File: config.mk
export PLATFORM = sky130hd
export DESIGN_NAME = alu_param_secure_flat
export DESIGN_NICKNAME = d
export VERILOG_FILES = /design/src/rtl/alu_param_secure_pkg.sv /design/src/rtl/alu_param_secure_if.sv /design/src/rtl/alu_param_secure_core.sv /design/src/rtl/alu_param_secure.sv /design/src/flat_wrapper.sv
export SDC_FILE = /design/constraint.sdc
export NUM_CORES = 1
export LEC_CHECK = 0
export BUFFER_PORTS_ARGS = -buffer_cell sky130_fd_sc_hd__buf_2
export CAP_MARGIN = 20
export CORE_ASPECT_RATIO = 1.25
export CORE_MARGIN = 5
export CORE_UTILIZATION = 60
export DETAILED_ROUTE_END_ITERATION = 8
export GPL_ROUTABILITY_DRIVEN = 0
export HOLD_SLACK_MARGIN = 0.08
export PLACE_DENSITY_LB_ADDON = 0.08
export SKIP_LAST_GASP = 1
export SYNTH_ARGS = -nofsm -noshare
export SYNTH_HDL_FRONTEND = slang
export SYNTH_SLANG_ARGS = --single-unit
File: constraint.sdc
create_clock -name clk -period 5.75 [get_ports clk]
set_input_delay 0.2875 -clock clk [delete_from_list [all_inputs] [get_ports clk]]
set_output_delay 0.2875 -clock clk [all_outputs]
set_load 0.03 [all_outputs]
File: src/rtl/alu_param_secure_pkg.sv
// Shared types for the width-parametrised secure ALU: opcodes, FSM states, flag bundle.
package alu_param_pkg;

  typedef enum logic [2:0] {
    OP_ADD = 3'd0,
    OP_SUB = 3'd1,
    OP_AND = 3'd2,
    OP_OR  = 3'd3,
    OP_XOR = 3'd4,
    OP_SHL = 3'd5,
    OP_SHR = 3'd6,
    OP_NOT = 3'd7
  } op_e;

  typedef enum logic [1:0] {
    IDLE = 2'd0,
    EXEC = 2'd1,
    WB   = 2'd2
  } state_e;

  typedef struct packed {
    logic carry;
    logic zero;
    logic overflow;
    logic negative;
  } alu_flags_t;

  localparam int OP_NUM = 8;

  // Shift amount field width; a 1-bit field keeps degenerate widths legal.
  function automatic int shamt_width(input int width);
    return (width > 1) ? $clog2(width) : 1;
  endfunction

endpackage

File: src/rtl/alu_param_secure_if.sv
// Request/response bus of the secure ALU: input handshake, output handshake and status.
interface alu_param_if
  import alu_param_pkg::*;
#(
  parameter int WIDTH = 8,
  parameter int CNT_W = 16
);
  logic             in_valid;
  logic             in_ready;
  logic [WIDTH-1:0] a;
  logic [WIDTH-1:0] b;
  op_e              op;
  logic             out_valid;
  logic             out_ready;
  logic [WIDTH-1:0] result;
  logic             carry;
  logic             zero;
  logic             overflow;
  logic             negative;
  logic             busy;
  logic [CNT_W-1:0] op_count;
  logic             fault;

  modport master (
    output in_valid, a, b, op, out_ready,
    input  in_ready, out_valid, result, carry, zero, overflow, negative,
           busy, op_count, fault
  );

  modport slave (
    input  in_valid, a, b, op, out_ready,
    output in_ready, out_valid, result, carry, zero, overflow, negative,
           busy, op_count, fault
  );
endinterface

File: src/rtl/alu_param_secure_core.sv
// Combinational ALU datapath: result plus carry/zero/overflow/negative for one operand pair.
module alu_param_core
  import alu_param_pkg::*;
#(
  parameter int WIDTH = 8
) (
  input  logic [WIDTH-1:0] a_i,
  input  logic [WIDTH-1:0] b_i,
  input  op_e              op_i,
  output logic [WIDTH-1:0] result_o,
  output logic             carry_o,
  output logic             zero_o,
  output logic             overflow_o,
  output logic             negative_o
);
  localparam int SH_W = shamt_width(WIDTH);

  logic [SH_W-1:0] sh;
  logic [WIDTH:0]  add_w;
  logic [WIDTH:0]  sub_w;
  logic [WIDTH:0]  shl_w;
  logic [WIDTH:0]  shr_w;

  assign sh = b_i[SH_W-1:0];

  // One extra bit on each side captures carry, borrow and the last bit shifted out.
  assign add_w = {1'b0, a_i} + {1'b0, b_i};
  assign sub_w = {1'b0, a_i} - {1'b0, b_i};
  assign shl_w = {1'b0, a_i} << sh;
  assign shr_w = {a_i, 1'b0} >> sh;

  always_comb begin
    result_o   = '0;
    carry_o    = 1'b0;
    overflow_o = 1'b0;
    unique case (op_i)
      OP_ADD: begin
        result_o   = add_w[WIDTH-1:0];
        carry_o    = add_w[WIDTH];
        overflow_o = (a_i[WIDTH-1] == b_i[WIDTH-1]) && (add_w[WIDTH-1] != a_i[WIDTH-1]);
      end
      OP_SUB: begin
        result_o   = sub_w[WIDTH-1:0];
        carry_o    = sub_w[WIDTH];
        overflow_o = (a_i[WIDTH-1] != b_i[WIDTH-1]) && (sub_w[WIDTH-1] != a_i[WIDTH-1]);
      end
      OP_AND: result_o = a_i & b_i;
      OP_OR:  result_o = a_i | b_i;
      OP_XOR: result_o = a_i ^ b_i;
      OP_SHL: begin
        result_o = shl_w[WIDTH-1:0];
        carry_o  = shl_w[WIDTH];
      end
      OP_SHR: begin
        result_o = shr_w[WIDTH:1];
        carry_o  = shr_w[0];
      end
      OP_NOT: result_o = ~a_i;
      default: result_o = '0;
    endcase
  end

  assign zero_o     = (result_o == '0);
  assign negative_o = result_o[WIDTH-1];

endmodule

File: src/rtl/alu_param_secure.sv
// Multi-cycle secure ALU (IDLE->EXEC->WB) with handshakes and a completed-op counter.
// Defining ALU_LOCKSTEP_EN adds a shadow core whose mismatch raises a sticky fault.
module alu_param_secure
  import alu_param_pkg::*;
#(
  parameter int WIDTH = 8,
  parameter int CNT_W = 16
) (
  input  logic        clk,
  input  logic        rst_n,
  alu_param_if.slave  bus
);
  state_e           state_q, state_d;
  logic             in_ready, out_valid, busy;
  logic             accept, exec_en, done;

  logic [WIDTH-1:0] a_q, b_q;
  op_e              op_q;

  logic [WIDTH-1:0] result_q;
  alu_flags_t       flags_q;
  logic [CNT_W-1:0] op_count_q;

  logic [WIDTH-1:0] core_res;
  alu_flags_t       core_flags;

  always_ff @(posedge clk) begin
    if (!rst_n) state_q <= IDLE;
    else        state_q <= state_d;
  end

  always_comb begin
    state_d   = state_q;
    in_ready  = 1'b0;
    out_valid = 1'b0;
    busy      = 1'b1;
    accept    = 1'b0;
    exec_en   = 1'b0;
    done      = 1'b0;
    unique case (state_q)
      IDLE: begin
        in_ready = 1'b1;
        busy     = 1'b0;
        if (bus.in_valid) begin
          accept  = 1'b1;
          state_d = EXEC;
        end
      end
      EXEC: begin
        exec_en = 1'b1;
        state_d = WB;
      end
      WB: begin
        out_valid = 1'b1;
        if (bus.out_ready) begin
          done    = 1'b1;
          state_d = IDLE;
        end
      end
      default: state_d = IDLE;
    endcase
  end

  // Operand latches only matter once an accept has loaded them, so they carry no reset.
  always_ff @(posedge clk) begin
    if (accept) begin
      a_q  <= bus.a;
      b_q  <= bus.b;
      op_q <= bus.op;
    end
  end

  alu_param_core #(.WIDTH(WIDTH)) u_core (
    .a_i        (a_q),
    .b_i        (b_q),
    .op_i       (op_q),
    .result_o   (core_res),
    .carry_o    (core_flags.carry),
    .zero_o     (core_flags.zero),
    .overflow_o (core_flags.overflow),
    .negative_o (core_flags.negative)
  );

  // Results persist through WB and the following IDLE until the next EXEC.
  always_ff @(posedge clk) begin
    if (!rst_n) begin
      result_q <= '0;
      flags_q  <= '0;
    end else if (exec_en) begin
      result_q <= core_res;
      flags_q  <= core_flags;
    end
  end

  always_ff @(posedge clk) begin
    if (!rst_n)    op_count_q <= '0;
    else if (done) op_count_q <= op_count_q + 1'b1;
  end

`ifdef ALU_LOCKSTEP_EN
  logic [WIDTH-1:0] shadow_res;
  alu_flags_t       shadow_flags;
  logic             mismatch;
  logic             fault_q;

  alu_param_core #(.WIDTH(WIDTH)) u_shadow (
    .a_i        (a_q),
    .b_i        (b_q),
    .op_i       (op_q),
    .result_o   (shadow_res),
    .carry_o    (shadow_flags.carry),
    .zero_o     (shadow_flags.zero),
    .overflow_o (shadow_flags.overflow),
    .negative_o (shadow_flags.negative)
  );

  assign mismatch = ({core_res, core_flags} != {shadow_res, shadow_flags});

  always_ff @(posedge clk) begin
    if (!rst_n)                   fault_q <= 1'b0;
    else if (exec_en && mismatch) fault_q <= 1'b1;
  end

  assign bus.fault = fault_q;
`else
  assign bus.fault = 1'b0;
`endif

  assign bus.in_ready  = in_ready;
  assign bus.out_valid = out_valid;
  assign bus.busy      = busy;
  assign bus.result    = result_q;
  assign bus.carry     = flags_q.carry;
  assign bus.zero      = flags_q.zero;
  assign bus.overflow  = flags_q.overflow;
  assign bus.negative  = flags_q.negative;
  assign bus.op_count  = op_count_q;

endmodule

File: src/flat_wrapper.sv
// flat-port wrapper written by rule: the top's interface ports become plain ports
module alu_param_secure_flat import alu_param_pkg::*;
#(
  parameter int WIDTH = 8,
  parameter int CNT_W = 16
)
  (clk, rst_n, bus_in_valid, bus_a, bus_b, bus_op, bus_out_ready, bus_in_ready, bus_out_valid, bus_result, bus_carry, bus_zero, bus_overflow, bus_negative, bus_busy, bus_op_count, bus_fault);
  alu_param_if #(.WIDTH(WIDTH), .CNT_W(CNT_W)) bus_i ();
  input  logic clk;
  input  logic rst_n;
  input wire logic [$bits(bus_i.in_valid)-1:0] bus_in_valid;
  input wire logic [$bits(bus_i.a)-1:0] bus_a;
  input wire logic [$bits(bus_i.b)-1:0] bus_b;
  input wire logic [$bits(bus_i.op)-1:0] bus_op;
  input wire logic [$bits(bus_i.out_ready)-1:0] bus_out_ready;
  output wire logic [$bits(bus_i.in_ready)-1:0] bus_in_ready;
  output wire logic [$bits(bus_i.out_valid)-1:0] bus_out_valid;
  output wire logic [$bits(bus_i.result)-1:0] bus_result;
  output wire logic [$bits(bus_i.carry)-1:0] bus_carry;
  output wire logic [$bits(bus_i.zero)-1:0] bus_zero;
  output wire logic [$bits(bus_i.overflow)-1:0] bus_overflow;
  output wire logic [$bits(bus_i.negative)-1:0] bus_negative;
  output wire logic [$bits(bus_i.busy)-1:0] bus_busy;
  output wire logic [$bits(bus_i.op_count)-1:0] bus_op_count;
  output wire logic [$bits(bus_i.fault)-1:0] bus_fault;
  assign bus_i.in_valid = bus_in_valid;
  assign bus_i.a = bus_a;
  assign bus_i.b = bus_b;
  assign bus_i.op = bus_op;
  assign bus_i.out_ready = bus_out_ready;
  assign bus_in_ready = bus_i.in_ready;
  assign bus_out_valid = bus_i.out_valid;
  assign bus_result = bus_i.result;
  assign bus_carry = bus_i.carry;
  assign bus_zero = bus_i.zero;
  assign bus_overflow = bus_i.overflow;
  assign bus_negative = bus_i.negative;
  assign bus_busy = bus_i.busy;
  assign bus_op_count = bus_i.op_count;
  assign bus_fault = bus_i.fault;
  alu_param_secure #(.WIDTH(WIDTH), .CNT_W(CNT_W)) u_core (.clk(clk), .rst_n(rst_n), .bus(bus_i));
endmodule
==> flow_summary.toml <==
[run_status]
run_status = "finished clean"

[worst_hold_path]
min_delay_path_depth = 1
min_from = "bus_a[2]"
hold_end = "u_core.a_q[2]"
min_path_type = "input pin to register"

[die]
floorplan.initialDensity = 0.6178
std_cell_rows = 31
floorplan.die.width_microns = 79.23
design.core.area_sq_um = 5818
die_height_microns = 96.54
ioPinCount = 55
floorplan.die_area_sq_um = 7649

[pwr]
power_frac_comb = 0.268
leakage_nw = 1.692
net_switching_component_of_the_power_w = 0.0002801
swShare = 0.3279
vdd_ir_drop_max_mv = 0.1616
cell_internal_pwr_w = 0.0005741
pwr-share-seq = 0.471
clock_share_of_power = 0.260
p_total_w = 0.0008542
power_density_nw_per_um2 = 219.4

[final_layout]
final_antenna_diode_count = 0
finish.cell_count_without_fillers = 521
nNetsFinal = 505
drive_above_1_share = 0.1626
area_growth_pct = 8.319

[logic_synthesis]
synth_nets = 476
synth-seq-area-share = 0.3202
synth_top_area_cell = "dfxtp_1"
post_synth.cell_area_avg_sq_um = 8.458
synth_ff_type = "dfxtp_1"
post_synth_main_area_contributors = "dfxtp_1 16%, edfxtp_1 16%, ha_1 9.0%"
synthesis.area_sq_um = 3595
synth_edf_count = 19
synthMostInstantiatedCell = "nor2_1"
syn-instance-count = 425
synth-seq-cells = 48
synth_top_area_share = 0.1615
synthTopCellsByCount = "46 x nor2_1, 38 x nand2_1, 29 x dfxtp_1"
asyncSetResetFlopFracSynth = 0
ys_warn_count = 0
synth_cell_type_count = 57

[setup_path]
rr_worst_depth = 9
worst-setup-path-type = "register to register"
origin_of_the_critical_flop_to_flop_path = "u_core.b_q[1]"
timing.reg2reg.setup_slack_ns = 2.32
r2r_end = "u_core.bus.zero"
timing.critical_path.from_type = "register"
worstPathRequired_ns = 5.99
critical_path.endpoint_type = "register"
path_max_fanout = 25
critPathArrivalTime_ns = 3.67

[route]
detail_route.wl_per_cell_microns = 17.39
routed_wirelength_microns = 9062
post-route-drc-count = 0
drt_iter0_drc = 319
vias = 3296
drt.antenna.violating_nets = 0
number_of_iterations_in_the_first_detailed_routing_pass = 5
routed_via_density = 6.326

[cts]
cts_sinks = 48
postCtsHoldBufs = 0
clkSlewWorstSetupHoldPaths_ns = 0.09
clk_latency_ns = 0.30
h_tree_lvls = 2
total_of_cells_resized_after_clock_tree_synthesis = 0
cts_root_buffer = "clkbuf_8"
postCtsSetupRepairBufs = 0
cts_inserted_buffers = 5
cts_tree = "done"
ctsLongestPathBuffers = 2

[placed_design]
dp.cells = 513
hpwlAfterDp_microns = 6817
port_buffers = 53

[global_routing]
grt_first_pass_wirelength_microns = 14940
top_usage_layer = "met2"
gr-usage-met3 = 0.04731
grt_pass1_vias = 3204
grt_util_met2 = 0.4059
overflow = 0
largest_net_degree_at_the_start_of_global_routing = 31
antenna_found_initial = 0
met1_usage = 0.2982
grt.total_usage = 0.2466

[timing]
finalClockSkew_ns = 0.009996
timing.max_slew.rel_slack = 0.3166
rsz0062_at_grt = "false"
worst_slew_pin_slew_ns = 1.025
final_hold_vios = 0
fmax_ghz = 0.2917
min_period_over_period = 0.5962
setup_viol = 0
final-max-slew-violation-count = 0
fin_hold_ws_ns = 0.1554
period_needed_ns = 3.428
totalNegativeSetupSlack_ns = 0

[run]
max_cap_viol_count = 0
placed cells by master, fill, tap and decap left out, types with 4 or more instances in the layout:
cell type | synthesis | routed
buf_2 | 13 | 53
nor2_1 | 46 | 46
nand2_1 | 38 | 38
dfxtp_1 | 29 | 29
inv_1 | 27 | 27
ha_1 | 26 | 26
o21ai_0 | 24 | 24
a21oi_1 | 21 | 21
edfxtp_1 | 19 | 19
xor2_1 | 17 | 17
nand3_1 | 11 | 11
nor3_1 | 11 | 11
mux2i_1 | 10 | 10
and3_1 | 9 | 9
nor2b_1 | 8 | 8
xnor2_1 | 8 | 8
a221oi_1 | 6 | 6
o22ai_1 | 5 | 5
mux4_2 | 5 | 5
a211oi_1 | 5 | 5
nand2b_1 | 5 | 5
o211ai_1 | 5 | 5
clkbuf_8 | 0 | 5
a22oi_1 | 4 | 4
o21bai_1 | 4 | 4
o221ai_1 | 4 | 4
critical path, stage by stage (launching register included):
cell	delay [ns]
edfxtp_1	0.93
inv_1	0.35
ha_1	0.41
o21bai_1	0.32
a21oi_1	0.14
xor2_1	0.17
a221oi_1	0.35
a21oi_1	0.16
nor4_1	0.32
a32o_1	0.20
power by group through the flow:
stage | clock [W] | sequential (W) | combinational (W)
after floorplan | 0 | 0.000398 | 0.000179
after global placement | 0 | 0.000409 | 0.000219
after detailed placement | 0 | 0.000410 | 0.000223
after CTS | 0.000230 | 0.000402 | 0.000225
after global routing | 0.000243 | 0.000406 | 0.000252
final | 0.000222 | 0.000403 | 0.000229
cell type report:
cell class	instances	area, sq um
multi-input combinational	317	2183
inverter	29	108.9
clock inverter	1	5.005
tap	66	82.58
fill	516	1924
clock buffer	7	97.59
timing repair buffer	53	265.3
sequential	48	1151
worst max-delay path by stage:
stage	depth (start not counted)	endpoint	start	slack, ns
3_5_place_dp	11	u_core.bus.zero	u_core.b_q[0]	2.47
4_1_cts	11	u_core.bus.zero	u_core.b_q[0]	2.42
6_report	9	u_core.bus.zero	u_core.b_q[1]	2.32
2_1_floorplan	13	u_core.bus.zero	u_core.b_q[1]	2.99
5_1_grt	11	u_core.bus.zero	u_core.b_q[0]	2.03
3_3_place_gp	10	u_core.bus.zero	u_core.b_q[1]	2.57
per-stage QoR:
| step | cell area [sq um] | worst slack, ns | utilization |
|---|---|---|---|
| floorplan | 3595 | 2.988 | - |
| global placement | 3791 | 2.566 | 0.6516 |
| detailed placement | 3791 | 2.467 | 0.6516 |
| CTS | 3894 | 2.420 | 0.6692 |
| global route | 3894 | 2.031 | 0.6692 |
| finish | 3894 | 2.322 | 0.6692 |
sequential cells by signal, summed over array words and instances (netlist names):
| signal | count |
|---|---|
| u_core.bus.op_count | 16 |
| u_core.a_q | 8 |
| u_core.b_q | 8 |
| u_core.bus.result | 8 |
| u_core.op_q | 3 |
| u_core.state_q | 2 |
| u_core.bus.carry | 1 |
| u_core.bus.overflow | 1 |
| u_core.bus.zero | 1 |
logic make-up (layout without fill, tap and decap cells):
| kind of cell | count (synthesis) | in the layout | synth area share |
|---|---|---|---|
| AO/OA/AOI/OAI | 100 | 100 | 0.1866 |
| XOR/XNOR | 25 | 25 | 0.06091 |
| adder cells (fa/ha/maj) | 28 | 28 | 0.1016 |
| buffers and inverters | 60 | 90 | 0.07240 |
| flip-flops | 48 | 48 | 0.3202 |
| multiplexers | 17 | 17 | 0.06544 |
| other | 1 | 1 | 0.001043 |
| AND/OR/NAND/NOR | 146 | 146 | 0.1918 |
routing by layer:
| metal | part of all wire | wire length (microns) | vias up |
|---|---|---|---|
| met1 | 0.40 | 3643 | 1544 |
| met2 | 0.47 | 4294 | 162 |
| met4 | 0.055 | 502 | 0 |
| met3 | 0.069 | 621 | 40 |
| met5 | 0 | 0 | - |
| li1 | - | - | 1550 |
No activity file was read; power rests on OpenSTA's default activity.
